`config.mk`:
```
export PLATFORM = sky130hd
export DESIGN_NAME = hmm_forward_engine
export DESIGN_NICKNAME = d
export VERILOG_FILES = /design/src/rtl/hmm_pkg.sv /design/src/rtl/hmm_mac_unit.sv /design/src/rtl/hmm_forward_engine.sv
export SDC_FILE = /design/constraint.sdc
export NUM_CORES = 2
export LEC_CHECK = 0
export BUFFER_PORTS_ARGS = -buffer_cell sky130_fd_sc_hd__buf_4
export CAP_MARGIN = 30
export CORE_MARGIN = 8
export CORE_UTILIZATION = 54
export CTS_CLUSTER_SIZE = 8
export DETAILED_ROUTE_END_ITERATION = 8
export GPL_ROUTABILITY_DRIVEN = 0
export PLACE_DENSITY = 0.81
export SETUP_SLACK_MARGIN = 0.1
export SYNTH_ARGS = -nofsm -noshare
export SYNTH_HDL_FRONTEND = slang
export SYNTH_SLANG_ARGS = --single-unit
```
`constraint.sdc`:
```
create_clock -name clk -period 17.6 [get_ports clk]
set_input_delay 2.64 -clock clk [delete_from_list [all_inputs] [get_ports clk]]
set_output_delay 2.64 -clock clk [all_outputs]
set_load 0.005 [all_outputs]
```
`src/rtl/hmm_pkg.sv`:
```
// Shared constants and fixed-point helpers for the HMM forward engine.
// Probabilities are unsigned Q0.DATA_PREC fractions carried in 32-bit helpers.
package hmm_pkg;

    localparam int HIDDEN_STATES_DEF   = 4;
    localparam int OBSERVED_STATES_DEF = 4;
    localparam int DATA_PREC_DEF       = 16;

    typedef logic [DATA_PREC_DEF-1:0] prob_t;

    // Q0.prec product, truncated toward zero.
    function automatic logic [31:0] mul(
        input logic [31:0] a,
        input logic [31:0] b,
        input int unsigned prec
    );
        logic [63:0] p;
        p = {32'd0, a} * {32'd0, b};
        p = p >> prec;
        return p[31:0];
    endfunction

    // Sum clamped to the largest Q0.prec value (all ones).
    function automatic logic [31:0] sat_add(
        input logic [63:0] a,
        input logic [63:0] b,
        input int unsigned prec
    );
        logic [63:0] s;
        logic [63:0] lim;
        s   = a + b;
        lim = (64'd1 << prec) - 64'd1;
        return (s > lim) ? lim[31:0] : s[31:0];
    endfunction

endpackage

```
`src/rtl/hmm_mac_unit.sv`:
```
// Registered multiply-accumulate for one alpha term per cycle.
// Ports: clk/rst, clr/en control acc; first selects pi*emm over alpha*trans*emm; sum_sat = sat(acc+term).
module hmm_mac_unit
    import hmm_pkg::*;
#(
    parameter int DATA_PREC = DATA_PREC_DEF,
    parameter int ACC_W     = DATA_PREC + 2
) (
    input  logic                 clk,
    input  logic                 rst,
    input  logic                 clr,
    input  logic                 en,
    input  logic                 first,
    input  logic [DATA_PREC-1:0] alpha_k,
    input  logic [DATA_PREC-1:0] trans_kj,
    input  logic [DATA_PREC-1:0] emm_jo,
    input  logic [DATA_PREC-1:0] pi_j,
    output logic [DATA_PREC-1:0] sum_sat
);

    logic [DATA_PREC-1:0] te;
    logic [DATA_PREC-1:0] term;
    logic [ACC_W-1:0]     acc;

    always_comb begin
        te = DATA_PREC'(mul(32'(trans_kj), 32'(emm_jo), DATA_PREC));
        if (first)
            term = DATA_PREC'(mul(32'(pi_j), 32'(emm_jo), DATA_PREC));
        else
            term = DATA_PREC'(mul(32'(alpha_k), 32'(te), DATA_PREC));
        sum_sat = DATA_PREC'(sat_add(64'(acc), 64'(term), DATA_PREC));
    end

    // acc holds at most H-1 partial terms, so ACC_W never overflows.
    always_ff @(posedge clk) begin
        if (rst || clr)
            acc <= '0;
        else if (en)
            acc <= acc + ACC_W'(term);
    end

endmodule

```
`src/rtl/hmm_forward_engine.sv`:
```
// Streaming HMM forward algorithm: one MAC per cycle, alpha vector per symbol.
// Ports: obs_* in (valid/ready), alpha_* out (valid/ready), lik_valid/likelihood at sequence end.
module hmm_forward_engine
    import hmm_pkg::*;
#(
    parameter int HIDDEN_STATES   = HIDDEN_STATES_DEF,
    parameter int OBSERVED_STATES = OBSERVED_STATES_DEF,
    parameter int DATA_PREC       = DATA_PREC_DEF
) (
    input  logic clk,
    input  logic rst,
    input  logic [HIDDEN_STATES-1:0][HIDDEN_STATES-1:0][DATA_PREC-1:0]   trans,
    input  logic [HIDDEN_STATES-1:0][OBSERVED_STATES-1:0][DATA_PREC-1:0] emm,
    input  logic [HIDDEN_STATES-1:0][DATA_PREC-1:0] stationary_distribution,
    input  logic obs_valid,
    output logic obs_ready,
    input  logic [$clog2(OBSERVED_STATES)-1:0] obs,
    input  logic obs_last,
    output logic alpha_valid,
    input  logic alpha_ready,
    output logic [HIDDEN_STATES-1:0][DATA_PREC-1:0] alpha_out,
    output logic alpha_last,
    output logic lik_valid,
    output logic [DATA_PREC-1:0] likelihood
);

    localparam int JW    = $clog2(HIDDEN_STATES);
    localparam int OW    = $clog2(OBSERVED_STATES);
    localparam int ACC_W = DATA_PREC + JW + 1;

    localparam logic [1:0] S_IDLE    = 2'd0;
    localparam logic [1:0] S_COMPUTE = 2'd1;
    localparam logic [1:0] S_OUT     = 2'd2;
    localparam logic [1:0] S_LIK     = 2'd3;

    logic [1:0]    state;
    logic          first;
    logic          last_q;
    logic [OW-1:0] obs_q;
    logic [JW-1:0] j;
    logic [JW-1:0] k;
    logic [HIDDEN_STATES-1:0][DATA_PREC-1:0] nxt;
    logic [HIDDEN_STATES-1:0][DATA_PREC-1:0] alpha;

    logic [DATA_PREC-1:0] emm_sel;
    logic [DATA_PREC-1:0] sum_sat;
    logic [DATA_PREC-1:0] lik_sum;
    logic [31:0]          lik_acc;
    logic                 j_last;
    logic                 k_last;
    logic                 mac_clr;
    logic                 mac_en;

    assign j_last = (j == JW'(HIDDEN_STATES - 1));
    assign k_last = (k == JW'(HIDDEN_STATES - 1));

    // Symbols outside the alphabet match no column and see emission 0.
    always_comb begin
        emm_sel = '0;
        for (int o = 0; o < OBSERVED_STATES; o++)
            if (obs_q == OW'(o))
                emm_sel = emm[j][o];
    end

    always_comb begin
        lik_acc = '0;
        for (int h = 0; h < HIDDEN_STATES; h++)
            lik_acc = sat_add(64'(lik_acc), 64'(nxt[h]), DATA_PREC);
        lik_sum = DATA_PREC'(lik_acc);
    end

    assign mac_clr = (state == S_IDLE && obs_valid) ||
                     (state == S_COMPUTE && !first && k_last);
    assign mac_en  = (state == S_COMPUTE) && !first;

    hmm_mac_unit #(
        .DATA_PREC (DATA_PREC),
        .ACC_W     (ACC_W)
    ) u_mac (
        .clk      (clk),
        .rst      (rst),
        .clr      (mac_clr),
        .en       (mac_en),
        .first    (first),
        .alpha_k  (alpha[k]),
        .trans_kj (trans[k][j]),
        .emm_jo   (emm_sel),
        .pi_j     (stationary_distribution[j]),
        .sum_sat  (sum_sat)
    );

    always_ff @(posedge clk) begin
        if (rst) begin
            state      <= S_IDLE;
            first      <= 1'b1;
            last_q     <= 1'b0;
            obs_q      <= '0;
            j          <= '0;
            k          <= '0;
            nxt        <= '0;
            alpha      <= '0;
            likelihood <= '0;
        end else begin
            unique case (state)
                S_IDLE: begin
                    if (obs_valid) begin
                        obs_q  <= obs;
                        last_q <= obs_last;
                        j      <= '0;
                        k      <= '0;
                        state  <= S_COMPUTE;
                    end
                end
                S_COMPUTE: begin
                    // First step: acc stays 0, so sum_sat is just pi*emm.
                    if (first || k_last) begin
                        nxt[j] <= sum_sat;
                        k      <= '0;
                        j      <= j + 1'b1;
                        if (j_last)
                            state <= S_OUT;
                    end else begin
                        k <= k + 1'b1;
                    end
                end
                S_OUT: begin
                    if (alpha_ready) begin
                        alpha <= nxt;
                        if (last_q) begin
                            likelihood <= lik_sum;
                            state      <= S_LIK;
                        end else begin
                            first <= 1'b0;
                            state <= S_IDLE;
                        end
                    end
                end
                S_LIK: begin
                    first <= 1'b1;
                    state <= S_IDLE;
                end
                default: state <= S_IDLE;
            endcase
        end
    end

    assign obs_ready   = (state == S_IDLE);
    assign alpha_valid = (state == S_OUT);
    assign alpha_last  = (state == S_OUT) && last_q;
    assign alpha_out   = nxt;
    assign lik_valid   = (state == S_LIK);

endmodule

```
==> impl_metrics.tcl <==
set metrics [dict create \
    status "complete, no violations" \
    period_share 0.9617 \
    arrival_ps 17200 \
    synthDistinctLibCells 84 \
    gr-usage-met2 0.5585 \
    synth.top_cells.by_count "inv_1 (745), nand2_1 (731), fa_1 (583)" \
    final_max_slew_viol_count 0 \
    routedWlPerCell_um 24.34 \
    die_area_um2 78510 \
    route.final.wire_length_um 141400 \
    global_route.overflow_total 0 \
    synthTopCellsByArea "fa_1 (31%), ha_1 (12%), mux4_2 (10%)" \
    cts_hold_buf 0 \
    maxCapViolations 0 \
    dr_total_vias 34270 \
    synth.top_cell.area_share 0.3096 \
    final_period_minus_worst_setup_slack_ps 16930 \
    synth_enable_flop_cells 0 \
    slowest_delay_ps 670 \
    syn_area_per_cell_um2 8.952 \
    mappedNetlistNets 5749 \
    io_buffer_count 666 \
    design.final.nets 6388 \
    cts_max_path_buffers 2 \
    syn_area_um2 37690 \
    cts_root_buf "clkbuf_16" \
    clock_tree.htree_level_count 4 \
    hold_path_class "flip-flop to flip-flop" \
    tightestPinTransition_ps 1016 \
    area_of_the_core_region_um2 69540 \
    timing.critical_path.to_type "flip-flop" \
    num-fill-cells 5605 \
    post-synth-top-count-cell "inv_1" \
    fp.dieH_um 280.2 \
    synth_largest_area_cell "fa_1" \
    startpoint_types "primary input" \
    cpMostUsedCell "fa_1" \
    ys_async_sr_fraction 0 \
    cts_inserted_buffers 17 \
    yosys_most_used_dff "dfxtp_1" \
    dieWidth_um 280.2 \
    ant_nets 0 \
    final_non_filler_cell_area_um2 45060 \
    grt_first_pass_wirelength_um 213600 \
    finalHoldViolCount 0 \
    post-dp-hpwl_um 118400 \
    first_global_vias 36360 \
    io-pin-count 667 \
    num_rows 97 \
    drt_first_iter_violations 3424 \
    grt_use_met3 0.1444 \
    cell_with_the_largest_stage_delay_on_the_worst_path "mux4_2" \
    unrepaired_setup_endpoints_after_global_routing "false" \
    clk_transition_reported_paths_ps 80 \
    tritoncts "yes" \
    ys_warn_count 0 \
    drc_errors_left 0 \
    ys_ff_latch 173 \
    groute.usage.overall 0.3587 \
    antenna_found_initial 20 \
    globalRouteMet1Util 0.4333 \
    initial_utilization 0.5420 \
    cp.required_ps 17870 \
    grt_start_max_net_pins 96 \
    post_route_cells_drive_above_1_share 0.2280 \
    seq_area_frac_synth 0.09188 \
    post_drt_via_cell_ratio 5.898 \
    clock_insertion_delay_worst_skew_ps 440 \
    syn_inst 4211 \
    syn2layout_area_growth_pct 19.55 \
    numClockSinks 173 \
    placed_area_um2 44210 \
    maxSlewHeadroom 0.3229 \
    worst-setup-path-type "primary input to flip-flop" \
    finClkSkew_ps 16.83 \
    critical_path.max_fanout 12 \
    drt_pre_antenna_iters 6 \
    grt_most_used_layer "met2" \
    report.final.setup_viol 0 \
    fmax_mhz 59.08 \
]
[cells in the final DEF, fill, tap and decap left out, types with 164 or more instances in the layout]
cell type / instances
nand2_1: 729
fa_1: 583
and2_1: 194
dfxtp_1: 167
ha_1: 372
buf_4: 826
nor2_1: 238
a21oi_1: 164
mux4_2: 173
inv_1: 744
[routing by layer]
| metal | routed length, um | share of wire |
|---|---|---|
| met3 | 20700 | 0.15 |
| met2 | 62620 | 0.44 |
| met4 | 7814 | 0.055 |
| met5 | 140 | 0.00099 |
| met1 | 50130 | 0.35 |
[repair_timing]
item | 4_1_cts | 5_1_grt
gates resized for setup | 0 | 31
setup endpoints to repair | 0 | 66
setup buffers | 0 | 12
[registers in the layout, summed over array words and instances, names as in the netlist]
register    cells
last_q          1
alpha_out      64
alpha          64
k               2
likelihood     16
obs_q           2
first           1
u_mac.acc      19
j               2
state           2
[critical path: cells and delay by family]
kind | cells | cell delay [ps]
XOR/XNOR | 2 | 230
multiplexers | 3 | 1610
adder cells (fa/ha/maj) | 16 | 7260
buffers and inverters | 11 | 840
AO/OA/AOI/OAI | 19 | 3430
AND/OR/NAND/NOR | 8 | 1180
[path summary, 6_finish.rpt]
path | startpoint | to | slack, ps | cells past startpoint
max reg2reg | j[1] | alpha_out[23] | 1630 | 59
min reg2reg | alpha[17] | alpha[17] | 450 | 2
max | emm[228] | alpha_out[23] | 670 | 59
min | alpha[17] | alpha[17] | 450 | 2
[per-stage QoR]
step                      instances  TNS (ps)  worst slack, ps  hold slack (ps)    util
after global routing           5806         0            97.29            470.4  0.6479
after CTS                      5789         0            444.1            452.1  0.6448
after global placement         5755         0            301.3            438.1  0.6350
final                          5810         0            673.8            453.8  0.6480
after detailed placement       5757    -156.8           -25.15            441.7  0.6357
after floorplan                4211         0            697.8            431.5       -
[kinds of logic (layout without fill, tap and decap cells)]
family,Yosys count,after routing,synth area share
fa+ha+maj,955,955,0.4331
simple gates,1363,1363,0.1605
flops,173,173,0.09188
compound gates,467,467,0.08159
mux,207,208,0.1149
buf+inv,958,1609,0.09726
xor+xnor,88,88,0.02085
other cells,0,7,0
[area by class of cell]
cell class | count | area [um^2] | share of cell area
antenna | 7 | 17.52 | 0.0003887
clock buffer | 17 | 425.4 | 0.009440
clock inverter | 15 | 206.4 | 0.004581
inverter | 747 | 2808 | 0.06230
multi-input combinational | 3081 | 30660 | 0.6804
sequential | 173 | 3481 | 0.07724
tap | 940 | 1176 | 0.02610
timing repair buffer | 830 | 6289 | 0.1395
Power is not shown: default switching activity piles up to over one toggle a cycle in this logic, so the estimate is an artifact.
